$ cat config.mk
export PLATFORM = sky130hd
export DESIGN_NAME = char_vram_arbiter
export DESIGN_NICKNAME = d
export VERILOG_FILES = /design/src/rtl/char_vram_arbiter.sv
export SDC_FILE = /design/constraint.sdc
export NUM_CORES = 1
export LEC_CHECK = 0
export BUFFER_PORTS_ARGS = -buffer_cell sky130_fd_sc_hd__buf_2
export CORE_MARGIN = 4
export CORE_UTILIZATION = 40
export CTS_BUF_LIST = sky130_fd_sc_hd__clkbuf_16
export DETAILED_ROUTE_END_ITERATION = 7
export GPL_TIMING_DRIVEN = 0
export MAX_ROUTING_LAYER = met4
export PLACE_DENSITY = 0.79
export SLEW_MARGIN = 5
export SYNTH_ARGS = -nofsm -noshare
export SYNTH_HDL_FRONTEND = slang
export SYNTH_SLANG_ARGS = --single-unit
$ cat constraint.sdc
create_clock -name sys_clk -period 4.4 [get_ports sys_clk]
set_clock_uncertainty 0.1 [all_clocks]
set_input_delay 0.22 -clock sys_clk [delete_from_list [all_inputs] [get_ports sys_clk]]
set_output_delay 0.22 -clock sys_clk [all_outputs]
set_load 0.005 [all_outputs]
$ cat src/rtl/char_vram_arbiter.sv
// Single-port text RAM arbiter: VGA fetch > clear/scroll engine > CPU, one RAM access per cycle.
// Define VRAM_CURSOR_EN to add the blinking underscore cursor overlay on the VGA read path.
module char_vram_arbiter #(
  parameter int COLS = 80,
  parameter int ROWS = 60,
  parameter int AW = 13,
  parameter int DW = 7,
  parameter logic [DW-1:0] BLANK = 7'h20
`ifdef VRAM_CURSOR_EN
  ,
  parameter int BLINK_BITS = 24
`endif
) (
  input  logic          sys_clk,
  input  logic          clrn,
  input  logic          vga_req,
  input  logic [AW-1:0] vga_addr,
  output logic          vga_valid,
  output logic [DW-1:0] vga_data,
  input  logic          cpu_req,
  input  logic          cpu_we,
  input  logic [AW-1:0] cpu_addr,
  input  logic [DW-1:0] cpu_wdata,
  output logic          cpu_ack,
  output logic [DW-1:0] cpu_rdata,
  input  logic          cmd_clear,
  input  logic          cmd_scroll,
  output logic          busy,
  output logic [AW-1:0] ram_addr,
  output logic          ram_we,
  output logic [DW-1:0] ram_wdata,
  input  logic [DW-1:0] ram_rdata
`ifdef VRAM_CURSOR_EN
  ,
  input  logic [AW-1:0] cursor_addr,
  input  logic          cursor_on
`endif
);

  localparam int CELLS = COLS * ROWS;
  localparam logic [AW-1:0] CELLS_A = AW'(CELLS);
  localparam logic [AW-1:0] LAST_A = AW'(CELLS - 1);
  localparam logic [AW-1:0] SC_LAST_A = AW'(CELLS - COLS - 1);
  localparam logic [AW-1:0] COLS_A = AW'(COLS);
  localparam logic [DW-1:0] CURSOR_CHAR = 7'h5F;

  typedef enum logic [2:0] {IDLE, CLEAR, SC_RD, SC_WR, SC_FILL} state_t;

  state_t        state_q, state_d;
  logic [AW-1:0] ptr_q, ptr_d;
  logic [DW-1:0] hold_q, hold_d;
  logic          rd_pend_q, rd_pend_d;
  logic          busy_q, busy_d;
  logic          vga_valid_q, vga_valid_d;
  logic          vga_oob_q, vga_oob_d;
  logic          cpu_ack_q, cpu_ack_d;
  logic          cpu_rd_q, cpu_rd_d;
  logic          cpu_oob_q, cpu_oob_d;
  logic          cpu_lock_q, cpu_lock_d;
  logic          cur_hit_q;

  logic          eng_gnt, cpu_gnt, vga_oob, cpu_oob;
  logic [AW-1:0] eng_addr;
  logic          eng_we;
  logic [DW-1:0] eng_wdata;

  always_comb begin
    vga_oob = (vga_addr >= CELLS_A);
    cpu_oob = (cpu_addr >= CELLS_A);
    eng_gnt = (state_q != IDLE) && !vga_req;
    cpu_gnt = cpu_req && !cpu_lock_q && !vga_req && (state_q == IDLE);

    eng_addr  = ptr_q;
    eng_we    = 1'b1;
    eng_wdata = BLANK;
    case (state_q)
      SC_RD: begin
        eng_addr = ptr_q + COLS_A;
        eng_we   = 1'b0;
      end
      // Read data lands this cycle; forward it so a granted write needs no extra cycle.
      SC_WR:   eng_wdata = rd_pend_q ? ram_rdata : hold_q;
      default: ;
    endcase

    ram_addr  = '0;
    ram_we    = 1'b0;
    ram_wdata = '0;
    if (vga_req) begin
      ram_addr = vga_addr;
    end else if (eng_gnt) begin
      ram_addr  = eng_addr;
      ram_we    = eng_we;
      ram_wdata = eng_wdata;
    end else if (cpu_gnt) begin
      ram_addr  = cpu_addr;
      ram_we    = cpu_we && !cpu_oob;
      ram_wdata = cpu_wdata;
    end
  end

  always_comb begin
    state_d   = state_q;
    ptr_d     = ptr_q;
    hold_d    = rd_pend_q ? ram_rdata : hold_q;
    rd_pend_d = (state_q == SC_RD) && eng_gnt;
    case (state_q)
      IDLE: begin
        if (cmd_clear) begin
          state_d = CLEAR;
          ptr_d   = '0;
        end else if (cmd_scroll) begin
          state_d = SC_RD;
          ptr_d   = '0;
        end
      end
      CLEAR, SC_FILL: begin
        if (eng_gnt) begin
          if (ptr_q == LAST_A) begin
            state_d = IDLE;
            ptr_d   = '0;
          end else begin
            ptr_d = ptr_q + AW'(1);
          end
        end
      end
      SC_RD: if (eng_gnt) state_d = SC_WR;
      SC_WR: begin
        if (eng_gnt) begin
          ptr_d   = ptr_q + AW'(1);
          state_d = (ptr_q == SC_LAST_A) ? SC_FILL : SC_RD;
        end
      end
      default: begin
        state_d = IDLE;
        ptr_d   = '0;
      end
    endcase

    busy_d      = (state_d != IDLE);
    vga_valid_d = vga_req;
    vga_oob_d   = vga_req && vga_oob;
    cpu_ack_d   = cpu_gnt;
    cpu_rd_d    = cpu_gnt && !cpu_we;
    cpu_oob_d   = cpu_gnt && cpu_oob;
    // A served request must be seen low once before it can be granted again.
    cpu_lock_d  = cpu_gnt || (cpu_lock_q && cpu_req);
  end

  always_ff @(posedge sys_clk or negedge clrn) begin
    if (!clrn) begin
      state_q     <= IDLE;
      ptr_q       <= '0;
      hold_q      <= '0;
      rd_pend_q   <= 1'b0;
      busy_q      <= 1'b0;
      vga_valid_q <= 1'b0;
      vga_oob_q   <= 1'b0;
      cpu_ack_q   <= 1'b0;
      cpu_rd_q    <= 1'b0;
      cpu_oob_q   <= 1'b0;
      cpu_lock_q  <= 1'b0;
    end else begin
      state_q     <= state_d;
      ptr_q       <= ptr_d;
      hold_q      <= hold_d;
      rd_pend_q   <= rd_pend_d;
      busy_q      <= busy_d;
      vga_valid_q <= vga_valid_d;
      vga_oob_q   <= vga_oob_d;
      cpu_ack_q   <= cpu_ack_d;
      cpu_rd_q    <= cpu_rd_d;
      cpu_oob_q   <= cpu_oob_d;
      cpu_lock_q  <= cpu_lock_d;
    end
  end

`ifdef VRAM_CURSOR_EN
  logic [BLINK_BITS-1:0] blink_q, blink_d;
  logic                  cur_hit_d;

  always_comb begin
    blink_d   = blink_q + BLINK_BITS'(1);
    cur_hit_d = vga_req && cursor_on && blink_q[BLINK_BITS-1] && (vga_addr == cursor_addr);
  end

  always_ff @(posedge sys_clk or negedge clrn) begin
    if (!clrn) begin
      blink_q   <= '0;
      cur_hit_q <= 1'b0;
    end else begin
      blink_q   <= blink_d;
      cur_hit_q <= cur_hit_d;
    end
  end
`else
  assign cur_hit_q = 1'b0;
`endif

  assign busy      = busy_q;
  assign vga_valid = vga_valid_q;
  assign cpu_ack   = cpu_ack_q;

  always_comb begin
    vga_data = '0;
    if (vga_valid_q) vga_data = cur_hit_q ? CURSOR_CHAR : (vga_oob_q ? BLANK : ram_rdata);
    cpu_rdata = '0;
    if (cpu_rd_q) cpu_rdata = cpu_oob_q ? BLANK : ram_rdata;
  end

endmodule

==> summary.txt <==
Final wirelength = 5953 µm
Critical-path cell list = buf_2, nor2_2, nand2_1, nor4b_4, buf_2, nand4b_1, a21oi_1, buf_2
Final antenna diode count = 0
Initial Util = 0.4163
Worst slew pin tran = 0.7049 ns
Die H = 81.14 µm
Clock transition at path regs = 0.05 ns
Crit. Startpoint = state_q[0]
Core area = 5140 µm²
H-tree levels = 2
CTS tree = yes
Final worst slack = 1.775 ns
RePlAce Congestion = 0.9181
Sequential share of power = 0.313
RSZ-0062 raised after global routing = no
Outcome = completed
Pin count of the biggest net entering global routing = 32
Layout cells sized above 1 = 0.3411
Max FO, Critical Path = 10
Post-synth EDFFs = 0
Fin. Hold Viols = 0
Switching pwr = 0.4478 mW
Final Max Tran Viols = 0
Longest Clk Path Bufs = 2
Final HPWL DP = 4659 µm
Drt initial violations = 150
Worst R2R Start = ptr_q[0]
Sw Share = 0.3688
Crit-path slowest cell = nor4b_4
Overall Global Routing Usage = 0.1928
Critical path class = flop to output port
Worst path buffer plus inverter count = 3
Die width = 81.14 µm
CP Data Arrival Time = 2.31 ns
Crit path capture = ram_we
Fin crit share = 0.5966
Family with the most delay on the worst path = simple AND/OR/NAND/NOR gates
I/O Buffers = 84
Synthesized area = 2140 µm²
Synthesized flop and latch total = 31
Worst slack, placed = 2.049 ns
Hold Path Class = input pin to flop
Placed cells = 404
Average size of a mapped cell = 8.558 µm²
Cell variety after synth = 47
Total chip power = 1.214 mW
CP most frequent cell = buf_2
Top Ports = 85
Routed Antenna Nets = 0
Commonest non-fill, non-tap cell in the layout = buf_2
First-pass DRT Iterations = 4
CP Launch Type = flop
Congestion Overflow GR = 0
Vias in the first global route = 2010
Async S/R FF share, synth = 1.000
R2R cell count = 6
DIE AREA = 6583 µm²
Power share of the combinational group = 0.429
Final #Nets = 392
WL/cell = 14.41 µm
Most frequent cells in the layout = buf_2 (93), nand2_1 (35), dfrtp_1 (31), nor2_1 (19), xnor2_1 (14)
CTS Buf Count = 5
R2R setup slack = 2.22 ns
Via count = 2177
CP endpoint kind = output port
Top FF cell, synth = dfrtp_1
First-pass GRT wire length = 9418 µm
Synth Warn # = 0
Final setup violation count = 0
Clk sinks = 31
Clk network pwr share = 0.258
Leak = 1.310 nW
Area Overhead vs Synth = 30.58%
Vias per cell = 5.271
Site row count = 26
Fin cells = 413
Slew HR = 0.5300
Max incr delay on CP = 0.42 ns
Setup Buffers After CTS = 0
Critical path data required time = 4.08 ns
Fmax = 380.9 MHz
Syn Inst Count = 250
Crit path depth = 8
RR Endpoint = busy
Worst-skew pair later-pin latency = 0.27 ns
Internal = 0.7665 mW
CTS Root Cell = clkbuf_16
Power Density = 434.6 nW/µm²
Initial antenna violation count = 0
Maximum vdd drop = 0.2078 mV
Mapped Nets = 300
Post-synthesis sequential area ratio = 0.3626
# DRC = 0
TNS Setup = 0 ns
Min Tclk post-route = 2.625 ns
Quantity of gates resized following cts = 0
Max-cap viol count = 0
[how the worst min path moves through the flow]
stage	startpoint	to	slack (ns)	cells after the start
6_report	cpu_we	cpu_rd_q	0.01	2
5_1_grt	cpu_we	cpu_rd_q	0.03	2
4_1_cts	cpu_we	cpu_rd_q	0.008	2
3_5_place_dp	clrn	ptr_q[12]	0.21	1
3_3_place_gp	clrn	ptr_q[12]	0.19	1
2_1_floorplan	clrn	busy	-0.18	0
[per-stage QoR]
stage / area, µm² / hold slack, ns / util
final: 2794 / 0.01412 / 0.5436
after detailed placement: 2648 / 0.2065 / 0.5151
after global routing: 2794 / 0.03337 / 0.5436
after floorplan: 2140 / -0.1756 / -
after CTS: 2794 / 0.008172 / 0.5436
after global placement: 2648 / 0.1918 / 0.5151
[cells by family (layout without fill, tap and decap cells)]
group	Yosys count	after routing	share of synthesized area
AO/OA/AOI/OAI	53	53	0.1637
AND/OR/NAND/NOR	118	118	0.3117
flip-flops	31	31	0.3626
adder cells (fa/ha/maj)	3	3	0.01755
buffers and inverters	23	116	0.04620
multiplexers	7	7	0.03684
XOR/XNOR	15	15	0.06141
[what timing repair did]
item | in CTS | in global routing
endpoints found under the setup margin | 0 | 0
hold buffers | 1 | 0
endpoints found under the hold margin | 31 | 0
[sequential cells by signal, indices dropped and copies added (netlist names)]
name and flops:
cpu_oob_q 1, cpu_rd_q 1, vga_valid 1, vga_oob_q 1, rd_pend_q 1, cpu_lock_q 1
ptr_q 13, hold_q 7, state_q 3, busy 1, cpu_ack 1
[power by group through the flow]
stage	Sequential [mW]	Combinational, mW	Clock, mW
detailed placement	0.385	0.516	0
global route	0.389	0.583	0.334
CTS	0.380	0.519	0.319
floorplan	0.377	0.350	0
finish	0.381	0.520	0.313
global placement	0.381	0.506	0
[cell type report]
| class | instances | area (µm²) |
|---|---|---|
| fillers | 470 | 2346 |
| multi-input cells | 196 | 1265 |
| flip-flops and latches | 31 | 775.7 |
| repair buffers | 85 | 430.4 |
| clock buffers | 5 | 125.1 |
| well taps | 70 | 87.58 |
| plain buffers | 16 | 72.57 |
| inverters | 7 | 26.28 |
| clock inverters | 3 | 11.26 |
[cell usage after synthesis (all sizes together), types with 4 or more instances]
library cell / n / area, µm²
nand2b: 6 / 37.54
clkbuf: 7 / 27.52
buf: 9 / 45.04
inv: 7 / 26.28
dfrtp: 31 / 775.7
nor3: 4 / 30.03
a22oi: 11 / 82.58
and2: 12 / 75.07
nor4: 5 / 46.29
nand4: 12 / 75.07
o21ai: 11 / 55.05
xnor2: 14 / 122.6
nand2: 35 / 131.4
a21oi: 13 / 68.82
nor2b: 6 / 37.54
nor2: 21 / 83.83
o22ai: 4 / 25.02
mux2: 7 / 78.83
[routing by layer]
layer / routed length [µm] / up-vias / GRT usage / share of wire
li1: - / 1071 / - / -
met1: 2418 / 1003 / 0.2142 / 0.41
met2: 2985 / 94 / 0.3309 / 0.50
met3: 462 / 9 / 0.04767 / 0.078
met4: 87 / 0 / 0.07770 / 0.015
met5: 0 / - / - / 0
No activity file was read; power rests on OpenSTA's default activity.
